$ cat config.mk
export PLATFORM = sky130hd
export DESIGN_NAME = load_store_unit
export DESIGN_NICKNAME = d
export VERILOG_FILES = /design/src/rtl/load_store_unit.sv
export SDC_FILE = /design/constraint.sdc
export NUM_CORES = 1
export LEC_CHECK = 0
export BUFFER_PORTS_ARGS = -buffer_cell sky130_fd_sc_hd__buf_4
export CORE_MARGIN = 3
export CORE_UTILIZATION = 45
export DETAILED_ROUTE_END_ITERATION = 10
export GPL_ROUTABILITY_DRIVEN = 1
export PLACE_DENSITY = 0.76
export SETUP_SLACK_MARGIN = 0.5
export SYNTH_ARGS = -nofsm -noshare
export SYNTH_HDL_FRONTEND = slang
export SYNTH_SLANG_ARGS = --single-unit
$ cat constraint.sdc
create_clock -name i_clk -period 5.05 [get_ports i_clk]
set_input_delay 1.515 -clock i_clk [delete_from_list [all_inputs] [get_ports i_clk]]
set_output_delay 1.515 -clock i_clk [all_outputs]
set_load 0.02 [all_outputs]
$ cat src/rtl/load_store_unit.sv
// MEM-stage load/store initiator: byte-addressed requests to word-indexed memory strobes.
// Optional read-modify-write of unaligned sub-word stores is enabled by defining LSU_RMW_EN.
module load_store_unit #(
   parameter int DEPTH = 32
) (
   input  logic        i_clk,
   input  logic        i_rst,
   input  logic        i_valid,
   output logic        o_ready,
   input  logic        i_load,
   input  logic        i_store,
   input  logic [31:0] i_addr,
   input  logic [31:0] i_wdata,
   input  logic [1:0]  i_size,
   input  logic        i_sign,
   output logic        o_done,
   output logic        o_fault,
   output logic [31:0] o_rdata,
   output logic [31:0] o_mem_addr,
   output logic [31:0] o_mem_wdata,
   output logic        o_mem_write,
   output logic        o_mem_read,
   output logic [1:0]  o_mem_long,
   output logic        o_mem_sign,
   input  logic [31:0] i_mem_rdata
);

   localparam logic [1:0]  SZ_BYTE = 2'b00;
   localparam logic [1:0]  SZ_HALF = 2'b01;
   localparam logic [1:0]  SZ_WORD = 2'b11;
   localparam logic [31:0] DEPTH_W = 32'(DEPTH);

   typedef enum logic [2:0] {
      IDLE,
      RD_REQ,
      RD_WAIT,
      WR,
      RESP
   } state_t;

   state_t      state;
   logic [1:0]  off_q;
   logic [1:0]  size_q;
   logic        sign_q;
   logic        needs_rmw;
   logic        req_fault;
   logic [31:0] load_ext;

`ifdef LSU_RMW_EN
   logic        rmw_q;
   logic [31:0] wdata_q;
   logic [31:0] merge;
`endif

   // Extension is done locally, so the memory is always asked for raw data.
   assign o_mem_sign = 1'b0;

   // NOTE: every always_comb output gets a default first so no path can infer a latch.
   always_comb begin
      needs_rmw = 1'b0;
      if (i_store && !i_load) begin
         if (i_size == SZ_BYTE && i_addr[1:0] != 2'b00) needs_rmw = 1'b1;
         if (i_size == SZ_HALF && i_addr[1:0] == 2'b10) needs_rmw = 1'b1;
      end
   end

   always_comb begin
      req_fault = 1'b0;
      if (i_load == i_store)                              req_fault = 1'b1;
      if (i_size == 2'b10)                                req_fault = 1'b1;
      if (i_size == SZ_HALF && i_addr[0])                 req_fault = 1'b1;
      if (i_size == SZ_WORD && i_addr[1:0] != 2'b00)      req_fault = 1'b1;
      if ({2'b00, i_addr[31:2]} >= DEPTH_W)               req_fault = 1'b1;
`ifndef LSU_RMW_EN
      if (needs_rmw)                                      req_fault = 1'b1;
`endif
   end

   // Lane extraction from the word returned by memory during RD_WAIT.
   always_comb begin
      load_ext = i_mem_rdata;
      case (size_q)
         SZ_BYTE: begin
            load_ext[7:0]  = i_mem_rdata[{off_q, 3'b000} +: 8];
            load_ext[31:8] = {24{sign_q & load_ext[7]}};
         end
         SZ_HALF: begin
            load_ext[15:0]  = i_mem_rdata[{off_q[1], 4'b0000} +: 16];
            load_ext[31:16] = {16{sign_q & load_ext[15]}};
         end
         default: load_ext = i_mem_rdata;
      endcase
   end

`ifdef LSU_RMW_EN
   always_comb begin
      merge = i_mem_rdata;
      if (size_q == SZ_HALF) merge[{off_q[1], 4'b0000} +: 16] = wdata_q[15:0];
      else                   merge[{off_q, 3'b000} +: 8]      = wdata_q[7:0];
   end
`endif

   // NOTE: sequential state uses non-blocking assignments so every register samples pre-edge values.
   always_ff @(posedge i_clk or negedge i_rst) begin
      if (!i_rst) begin
         state       <= IDLE;
         o_ready     <= 1'b1;
         o_done      <= 1'b0;
         o_fault     <= 1'b0;
         o_rdata     <= '0;
         o_mem_addr  <= '0;
         o_mem_wdata <= '0;
         o_mem_write <= 1'b0;
         o_mem_read  <= 1'b0;
         o_mem_long  <= '0;
         off_q       <= '0;
         size_q      <= '0;
         sign_q      <= 1'b0;
`ifdef LSU_RMW_EN
         rmw_q       <= 1'b0;
         wdata_q     <= '0;
`endif
      end else begin
         case (state)
            IDLE: begin
               if (i_valid) begin
                  o_ready <= 1'b0;
                  off_q   <= i_addr[1:0];
                  size_q  <= i_size;
                  sign_q  <= i_sign;
`ifdef LSU_RMW_EN
                  rmw_q   <= needs_rmw;
                  wdata_q <= i_wdata;
`endif
                  if (req_fault) begin
                     o_done  <= 1'b1;
                     o_fault <= 1'b1;
                     state   <= RESP;
                  end else begin
                     o_mem_addr <= {2'b00, i_addr[31:2]};
                     if (i_load || needs_rmw) begin
                        o_mem_read <= 1'b1;
                        o_mem_long <= SZ_WORD;
                        state      <= RD_REQ;
                     end else begin
                        o_mem_write <= 1'b1;
                        o_mem_long  <= i_size;
                        o_mem_wdata <= i_wdata;
                        state       <= WR;
                     end
                  end
               end
            end
            RD_REQ: begin
               o_mem_read <= 1'b0;
               state      <= RD_WAIT;
            end
            RD_WAIT: begin
`ifdef LSU_RMW_EN
               if (rmw_q) begin
                  // o_mem_wdata doubles as the merge register for the write phase.
                  o_mem_wdata <= merge;
                  o_mem_long  <= SZ_WORD;
                  o_mem_write <= 1'b1;
                  state       <= WR;
               end else begin
                  o_rdata <= load_ext;
                  o_done  <= 1'b1;
                  state   <= RESP;
               end
`else
               o_rdata <= load_ext;
               o_done  <= 1'b1;
               state   <= RESP;
`endif
            end
            WR: begin
               o_mem_write <= 1'b0;
               o_done      <= 1'b1;
               state       <= RESP;
            end
            RESP: begin
               o_done  <= 1'b0;
               o_fault <= 1'b0;
               o_ready <= 1'b1;
               state   <= IDLE;
            end
            default: state <= IDLE;
         endcase
      end
   end

endmodule

Word-level counts from Yosys, hierarchy flattened
Cells that the tools add are included.
Widths: inputs -> output; s select.
{"block": "totals", "elab_cells": 88, "out_inout_bits": 104, "in_bits": 104, "reg_bits": 109}
{"block": "classes", "n_reduce_logical": 24, "shift": 2, "n_lt_le_gt_ge": 1, "eq_ne": 15, "muxes": 29, "bitwise": 4}
{"cell": "$pmux 32 s2", "n": 1}
{"cell": "$shiftx 32x6->16", "n": 1}
{"cell": "$shiftx 32x6->8", "n": 1}
{"cell": "$ge 30x6->1 const B", "n": 1}
{"cell": "$mux 1", "n": 18}
{"cell": "$reduce_and 4->1", "n": 3}
{"cell": "$ne 2x2->1 const B", "n": 5}
{"cell": "$pmux 3 s3", "n": 1}
{"cell": "$reduce_and 3->1", "n": 3}
{"cell": "$pmux 1 s2", "n": 4}
{"cell": "$reduce_bool 2->1", "n": 4}
{"cell": "$eq 2x2->1 const B", "n": 3}
{"cell": "$eq 3x2->1 const B", "n": 2}
{"cell": "$mux 3", "n": 2}
{"cell": "$logic_and 1x1->1", "n": 5}
{"cell": "$eq 2x1->1 const B", "n": 2}
{"cell": "$logic_not 2->1", "n": 2}
{"cell": "$mux 2", "n": 2}
{"cell": "$reduce_and 2->1", "n": 2}
{"cell": "$eq 3x1->1 const B", "n": 1}
{"cell": "$eq 3x3->1 const B", "n": 1}
{"cell": "$logic_not 3->1", "n": 1}
{"cell": "$pmux 1 s3", "n": 1}
{"cell": "$reduce_bool 3->1", "n": 1}
{"cell": "6 further kinds", "n": 8}

Logic depth before layout (Yosys ltp)
Gate-level depths: netlist of the first run.
{"block": "depth", "ltp_word": 10, "ltp_mapped": 9, "mapped_depth_nobuf": 8}

Least setup slack after synthesis of the first run
Ideal clock, no wire load.
{"block": "synth_timing", "kind": "input to register", "startpoint": "input i_addr[28]", "endpoint": "register o_mem_wdata[10]", "path_stages": 7, "setup_slack_ns": 1.547, "arrival_ns": 3.378, "setup_time_ns": 0.125, "required_time_ns": 4.925, "cell_sequence": "or4_1 a31o_1 nor4_4 and3_1 buf_6 buf_12 mux2_4"}
{"block": "synth_via", "elab_chain_cells": 5}
{"item": "start, declared", "line_no": "12", "source": "input logic [31:0] i_addr,"}
{"item": "$ge 30x6->1", "line_no": "73", "source": "if ({2'b00, i_addr[31:2]} >= DEPTH_W) req_fault = 1'b1;"}
{"item": "$mux 1", "line_no": "73"}
{"item": "$mux 1", "line_no": "75", "source": "if (needs_rmw) req_fault = 1'b1;"}
{"item": "$not 1->1 (no source line)"}
{"item": "$reduce_and 4->1 (no source line)"}
{"item": "end signal, assigned", "line_no": "148", "source": "o_mem_wdata <= i_wdata;"}
{"item": "end, declared", "line_no": "20", "source": "output logic [31:0] o_mem_wdata,"}
No other way between the ends.
A chain may end at the register's enable or synchronous reset.

Worst setup path in the final report of the first run
{"block": "layout_timing", "startpoint": "input i_addr[28]", "endpoint": "register o_mem_wdata[3]"}
The elaborated chain is that of the path after synthesis.

==> results of run 1 <==
==> cells in the final DEF, fill, tap and decap left out, drive strengths merged, types with 2 or more instances in the layout <==
master,count
nor3b,6
buf,208
nand2,35
mux2,56
clkinv,3
conb,3
nor2,5
nor2b,3
a2bb2oi,2
dfrtp,108
and2,25
nor4,6
clkbuf,10
nand3b,8
a31oi,2
inv,9
a21oi,19
o21a,6
nand3,34
nand2b,3
o21ai,21
mux2i,3
mux4,3
==> final cells by class <==
cell class | instances | area, µm²
clock buffer | 10 | 128
sequential | 109 | 2730
timing repair buffer | 208 | 1570
multi-input combinational | 253 | 1900
tap | 136 | 170
clock inverter | 6 | 53.8
inverter | 6 | 22.5
fill | 851 | 3790
==> kinds of logic (layout without fill, tap and decap cells) <==
logic type	count (synthesis)	count (layout)	share of synthesized area
fa+ha+maj	1	1	0.00260
flops	109	109	0.566
other cells	1	3	0.000778
compound gates	58	58	0.0709
buf+inv	34	230	0.0413
simple gates	129	129	0.146
mux	62	62	0.172
==> worst max-delay path by stage <==
stage               startpoint                          end  slack (ps)  depth (start not counted)
floorplan           i_addr[28]  o_mem_wdata[10]$_DFFE_PN0P_        1550                          7
global placement    i_addr[28]    o_mem_addr[1]$_DFFE_PN0P_        1110                          6
detailed placement  i_addr[28]    o_mem_addr[4]$_DFFE_PN0P_        1060                          6
CTS                 i_addr[28]    o_mem_addr[4]$_DFFE_PN0P_        1440                          6
global route            i_load    o_mem_addr[4]$_DFFE_PN0P_        1260                          8
finish              i_addr[28]   o_mem_wdata[3]$_DFFE_PN0P_        1440                          7
==> registers in the layout, summed over array words and instances, names as in the netlist, 2 cells and up <==
name / count
o_mem_wdata: 32
o_rdata: 32
size_q: 2
o_mem_long: 2
off_q: 2
state: 3
o_mem_addr: 30
==> worst register-to-register path: cells and delay by family (launching register included) <==
family / cells / cell delay (ps)
AO/OA/AOI/OAI: 2 / 1110
flip-flops: 1 / 920
multiplexers: 1 / 410
AND/OR/NAND/NOR: 1 / 170
==> metrics by stage <==
stage	setup slack [ps]	hold slack (ps)
after detailed placement	1060	452
after global routing	1260	478
after floorplan	1550	492
after global placement	1110	450
final	1440	465
after CTS	1440	468
==> power by group through the flow <==
stage	clock network, mW	logic [mW]	registers [mW]
6_report	0.491	0.183	0.905
5_1_grt	0.543	0.201	0.909
4_1_cts	0.506	0.184	0.905
3_5_place_dp	0	0.183	0.922
3_3_place_gp	0	0.181	0.922
2_1_floorplan	0	0.0930	0.908
==> routing by layer <==
layer / up-vias / track usage / wire length (µm) / share of wire
met5: - / 0 / 0 / 0
met4: 0 / 0.0730 / 286 / 0.024
met3: 21 / 0.0364 / 763 / 0.063
met2: 151 / 0.330 / 6120 / 0.51
met1: 1791 / 0.267 / 4910 / 0.41
li1: 1756 / - / - / -
==> summary.txt, run 1 <==
Power
  – Net switching power: 407 µW
  – Clk pwr share: 0.311
  – Lkg Pwr: 3.35 nW
  – VDD IR max: 0.134 mV
  – Comb power frac: 0.116
  – Sequential Power Share: 0.573
  – Design Power: 1.58 mW
  – Int Power: 1.17 mW
  – PD cells: 240 nW/µm²
  – Sw Ratio: 0.257

Logic synthesis
  – Netlist cell types: 42
  – Share of the synthesized area in the top cell type: 0.561
  – Sequential fraction of the synthesis area: 0.566
  – Asr flop ratio synth: 1.00
  – Synth Instances: 394
  – Ranking of synthesized cells by area: dfrtp_1, mux2_4, mux2_2
  – Top post-synthesis cells by count: dfrtp_1, nand2_1, nand3_1
  – Largest area contributor in the netlist: dfrtp_1
  – Syn avg cell area: 12.2 µm²
  – Post-synth EDFFs: 0
  – Ys flop type: dfrtp_1
  – #FFs+latches synth: 109
  – Synth warn: 0
  – Most common cell in the netlist: dfrtp_1
  – Synthesized cell area: 4820 µm²

CTS
  – Root Driver: clkbuf_8
  – CTS tree: built
  – Cts bufs inserted: 9
  – Postcts setup bufs: 0
  – Clock latency on the worst-skew pair: 360 ps
  – Clock-pin slew on the worst setup and hold paths: 100 ps
  – Clk buf depth: 2
  – PostCTS Resize Cnt: 0
  – CTS H-tree lvls: 3
  – Sink Count: 109
  – Hold-fix buffers, CTS: 0

Place
  – RePlAce Congestion: 0.892
  – Port bufs: 204
  – Detail Placement HPWL: 9120 µm
  – Cells after DPL: 712
  – Placed cell areas: 6400 µm²

Die
  – Num rows: 37
  – Full die area: 12000 µm²
  – # IOs: 208
  – Initial core utilization: 0.465
  – Core area: 10400 µm²
  – Die W: 109 µm
  – Die height: 109 µm

Timing
  – Clock Skew: 16.7 ps
  – Worst rel slew slack: 0.298
  – Final Hold Fails: 0
  – Final min period: 3610 ps
  – RSZ-0062 raised after global routing: no
  – Fin. max-slew vios: 0
  – Least-Margin Pin Slew: 1050 ps
  – Period utilisation layout: 0.715
  – Final setup vio count: 0
  – Max Freq: 0.277 GHz
  – Post-route setup TNS: 0 ps

Critical path
  – CP required: 5300 ps
  – Worst path slowest cell: or4_1
  – Flop-to-flop setup slack: 2310 ps
  – Critical Path, Cell by Cell: buf_4 > or4_1 > a31o_1 > nor4_4 > and3_2 > buf_12 > mux2_2
  – CP Capture Type: flip-flop
  – Top cell family by delay on the critical path: simple AND/OR/NAND/NOR gates
  – CP Buf/Inv Count: 2
  – Worst Setup Start Kind: primary input
  – Worst Setup Path Type: in2reg
  – Worst path max stage delay: 510 ps
  – RR Endpoint: o_rdata[9]$_DFFE_PN0P_
  – Reg2Reg Depth: 4
  – Crit path DAT: 3860 ps
  – Worst-path fanout max: 26
  – Launching point of the worst reg2reg path: off_q[1]$_DFFE_PN0P_

Min path
  – Hold path depth: 2
  – HP Class: reg2reg
  – Worst hold start: o_ready$_DFFE_PN1P_
  – Hold EP: o_ready$_DFFE_PN1P_

GRT
  – Grt total ovfl: 0
  – Tot GR Track Use: 0.201
  – First-pass GRT wire length: 18900 µm
  – Pin count of the biggest net entering global routing: 81
  – Vias in the first global route: 3773
  – Initial antenna violation count: 0

Drt
  – Vias per inst: 5.11
  – Post-route antenna net violation count: 0
  – Final wirelength: 12100 µm
  – Initial DRC count: 256
  – Drt drc: 0
  – Routed length per instance: 16.6 µm
  – TritonRoute pass-1 iters: 4
  – Vias: 3719

Finish
  – Final Util: 0.634
  – Post-route cell area: 6580 µm²
  – Final std cells w/o fill: 728
  – Antenna cells: 0
  – Synth-to-Final Area Change: 36.5%
  – Layout cell share with drive strength beyond 1: 0.485
  – # nets final: 692

Run status
  – Status: complete, no violations

Run
  – Max-cap viol count: 0
Power figures use the tool's default switching activity.
==> inputs of run 2 (changes only) <==
--- a/config.mk
+++ b/config.mk
@@ -7,7 +7,7 @@
 export LEC_CHECK = 0
 export BUFFER_PORTS_ARGS = -buffer_cell sky130_fd_sc_hd__buf_4
 export CORE_MARGIN = 3
-export CORE_UTILIZATION = 45
+export CORE_UTILIZATION = 43
 export DETAILED_ROUTE_END_ITERATION = 10
 export GPL_ROUTABILITY_DRIVEN = 1
 export PLACE_DENSITY = 0.76
==> constraint.sdc (replaced) <==
create_clock -name i_clk -period 3.05 [get_ports i_clk]
set_input_delay 0.915 -clock i_clk [delete_from_list [all_inputs] [get_ports i_clk]]
set_output_delay 0.915 -clock i_clk [all_outputs]
set_load 0.02 [all_outputs]
==> run 2 against run 1 <==
Net effect: setup slack worse by 870 ps; critical path depth stayed put; first-iteration DRC count is 4.3% lower; worst hold slack worse by 36 ps; sequential cell count stayed put; largest cell class unchanged; highest routed layer unchanged.
==> summary.txt, run 2 (synthesized netlist as in run 1, its figures left out) <==
Run status
  – Status: complete, no violations (unchanged)

Critical path
  – CP required: 3320 ps (was 5300 ps)
  – Worst-path fanout max: 13 (was 26)
  – Worst Setup Start Kind: primary input (unchanged)
  – Worst Setup Path Type: in2reg (unchanged)
  – Crit path DAT: 2740 ps (was 3860 ps)
  – CP Capture Type: flip-flop (unchanged)

Drt
  – TritonRoute pass-1 iters: 5 (was 4)
  – Post-route antenna net violation count: 0 (unchanged)
  – Routed length per instance: 17.0 µm (was 16.6 µm)
  – Vias per inst: 5.12 (was 5.11)
  – Initial DRC count: 245 (was 256)
  – Vias: 3786 (was 3719)
  – Drt drc: 0 (unchanged)
  – Final wirelength: 12600 µm (was 12100 µm)

Timing
  – Final Hold Fails: 0 (unchanged)
  – RSZ-0062 raised after global routing: no (unchanged)
  – Least-Margin Pin Slew: 541 ps (was 1050 ps)
  – Fin Hold WS: 430 ps (was 465 ps)
  – Fin. max-slew vios: 0 (unchanged)
  – Post-route setup TNS: 0 ps (unchanged)
  – Final worst slack: 575 ps (was 1440 ps)
  – Clock Skew: 12.0 ps (was 16.7 ps)
  – Period utilisation layout: 0.811
  – Final setup vio count: 0 (unchanged)
  – Final min period: 2480 ps
  – Worst rel slew slack: 0.639 (was 0.298)
  – Max Freq: 0.404 GHz

Finish
  – Most common cell after layout, fill and taps aside: buf_4 (unchanged)
  – Synth-to-Final Area Change: 39.0% (was 36.5%)
  – Final std cells w/o fill: 740 (was 728)
  – Antenna cells: 0 (unchanged)
  – Post-route cell area: 6700 µm² (was 6580 µm²)
  – Layout cell share with drive strength beyond 1: 0.493 (was 0.485)
  – Final Util: 0.615 (was 0.634)
  – # nets final: 700 (was 692)
  – Filler cells: 866 (was 851)
  – Commonest non-fill, non-tap cells in the layout: buf_4, dfrtp_1, nand2_1, nand3_1, mux2_2 (unchanged)
  – Biggest regs: o_mem_wdata x32, o_rdata x32, o_mem_addr x30 (unchanged)

GRT
  – Tot GR Track Use: 0.200 (was 0.201)
  – Pin count of the biggest net entering global routing: 60 (was 81)
  – Initial antenna violation count: 0 (unchanged)
  – Vias in the first global route: 3958 (was 3773)
  – First-pass GRT wire length: 20000 µm (was 18900 µm)
  – Grt total ovfl: 0 (unchanged)

Die
  – Initial core utilization: 0.442 (was 0.465)
  – Full die area: 12500 µm² (was 12000 µm²)
  – # IOs: 208 (unchanged)
  – Die W: 112 µm (was 109 µm)
  – Core area: 10900 µm² (was 10400 µm²)
  – Num rows: 38 (was 37)
  – Die height: 112 µm (was 109 µm)

Run
  – Max-cap viol count: 0 (unchanged)

Power
  – PD cells: 402 nW/µm² (was 240 nW/µm²)
  – Clk pwr share: 0.328 (was 0.311)
  – Design Power: 2.69 mW (was 1.58 mW)
  – Comb power frac: 0.119 (was 0.116)
  – Net switching power: 674 µW (was 407 µW)
  – Sequential Power Share: 0.553 (was 0.573)
  – Lkg Pwr: 3.40 nW (was 3.35 nW)
  – Sw Ratio: 0.250 (was 0.257)
  – Int Power: 2.02 mW (was 1.17 mW)
  – VDD IR max: 0.364 mV (was 0.134 mV)

Place
  – Detail Placement HPWL: 9380 µm (was 9120 µm)
  – Port bufs: 204 (unchanged)
  – RePlAce Congestion: 0.867 (was 0.892)
  – Post-Place Worst Slack: 134 ps (was 1060 ps)
  – Cells after DPL: 723 (was 712)
  – Placed cell areas: 6470 µm² (was 6400 µm²)

Min path
  – HP Class: in2async (was reg2reg)

CTS
  – CTS H-tree lvls: 3 (unchanged)
  – Sink Count: 109 (unchanged)
  – Clk buf depth: 2 (unchanged)
  – Clock-pin slew on the worst setup and hold paths: 100 ps (about the same)
  – Clock latency on the worst-skew pair: 390 ps (was 360 ps)
  – Cts bufs inserted: 9 (unchanged)
  – Root Driver: clkbuf_8 (unchanged)
  – CTS tree: built (unchanged)
[run 2: cell count changes in the layout (fill, tap and decap cells not counted), sizes merged]
| cell | delta |
|---|---|
| bufinv | +1 |
| inv | -1 |
| clkinv | -1 |
| buf | +7 |
| clkbuf | +1 |
| clkinvlp | +1 |
[run 2: metal layers]
layer	GRT usage	part of all wire
met1	0.252	0.41
met2	0.334	0.49
met3	0.0565	0.073
met4	0.0681	0.019
met5	0	0
[run 2: worst paths after layout]
| kind | depth (start not counted) | slack, ps | startpoint | end |
|---|---|---|---|---|
| min reg2reg | 2 | 470 | o_ready$_DFFE_PN1P_ | o_ready$_DFFE_PN1P_ |
| min | 1 | 430 | i_rst | o_rdata[25]$_DFFE_PN0P_ |
| min in group i_clk | 2 | 470 | o_ready$_DFFE_PN1P_ | o_ready$_DFFE_PN1P_ |
| max in group asynchronous | 2 | 1920 | i_rst | o_ready$_DFFE_PN1P_ |
| max reg2reg | 5 | 900 | off_q[0]$_DFFE_PN0P_ | o_rdata[30]$_DFFE_PN0P_ |
| max | 7 | 570 | i_addr[28] | o_mem_wdata[1]$_DFFE_PN0P_ |
[run 2: power groups by stage]
stage | sequential [mW] | combinational (mW) | clock, mW
global route | 1.49 | 0.350 | 0.966
floorplan | 1.50 | 0.154 | 0
CTS | 1.49 | 0.322 | 0.915
global placement | 1.52 | 0.315 | 0
finish | 1.49 | 0.321 | 0.882
detailed placement | 1.52 | 0.321 | 0
[run 2: area by class of cell]
class	count	area [µm²]	share of cell area
well taps	140	175	0.0262
multi-input cells	253	1910	0.285
clock buffers	10	128	0.0191
repair buffers	216	1660	0.248
clock inverters	6	68.8	0.0103
inverters	6	22.5	0.00336
flip-flops and latches	109	2730	0.407
[run 2: critical path: stages]
cell and delay, ps:
buf_4 100, or4_1 520, a31o_1 230, nor4_4 160, and3_4 290, buf_12 170
mux2_2 350
[run 2: timing repair]
item | in CTS | in global routing
setup buffers | 0 | 0
hold buffers | 0 | 0
gates resized for setup | 0 | 2
endpoints found under the setup margin | 0 | 17
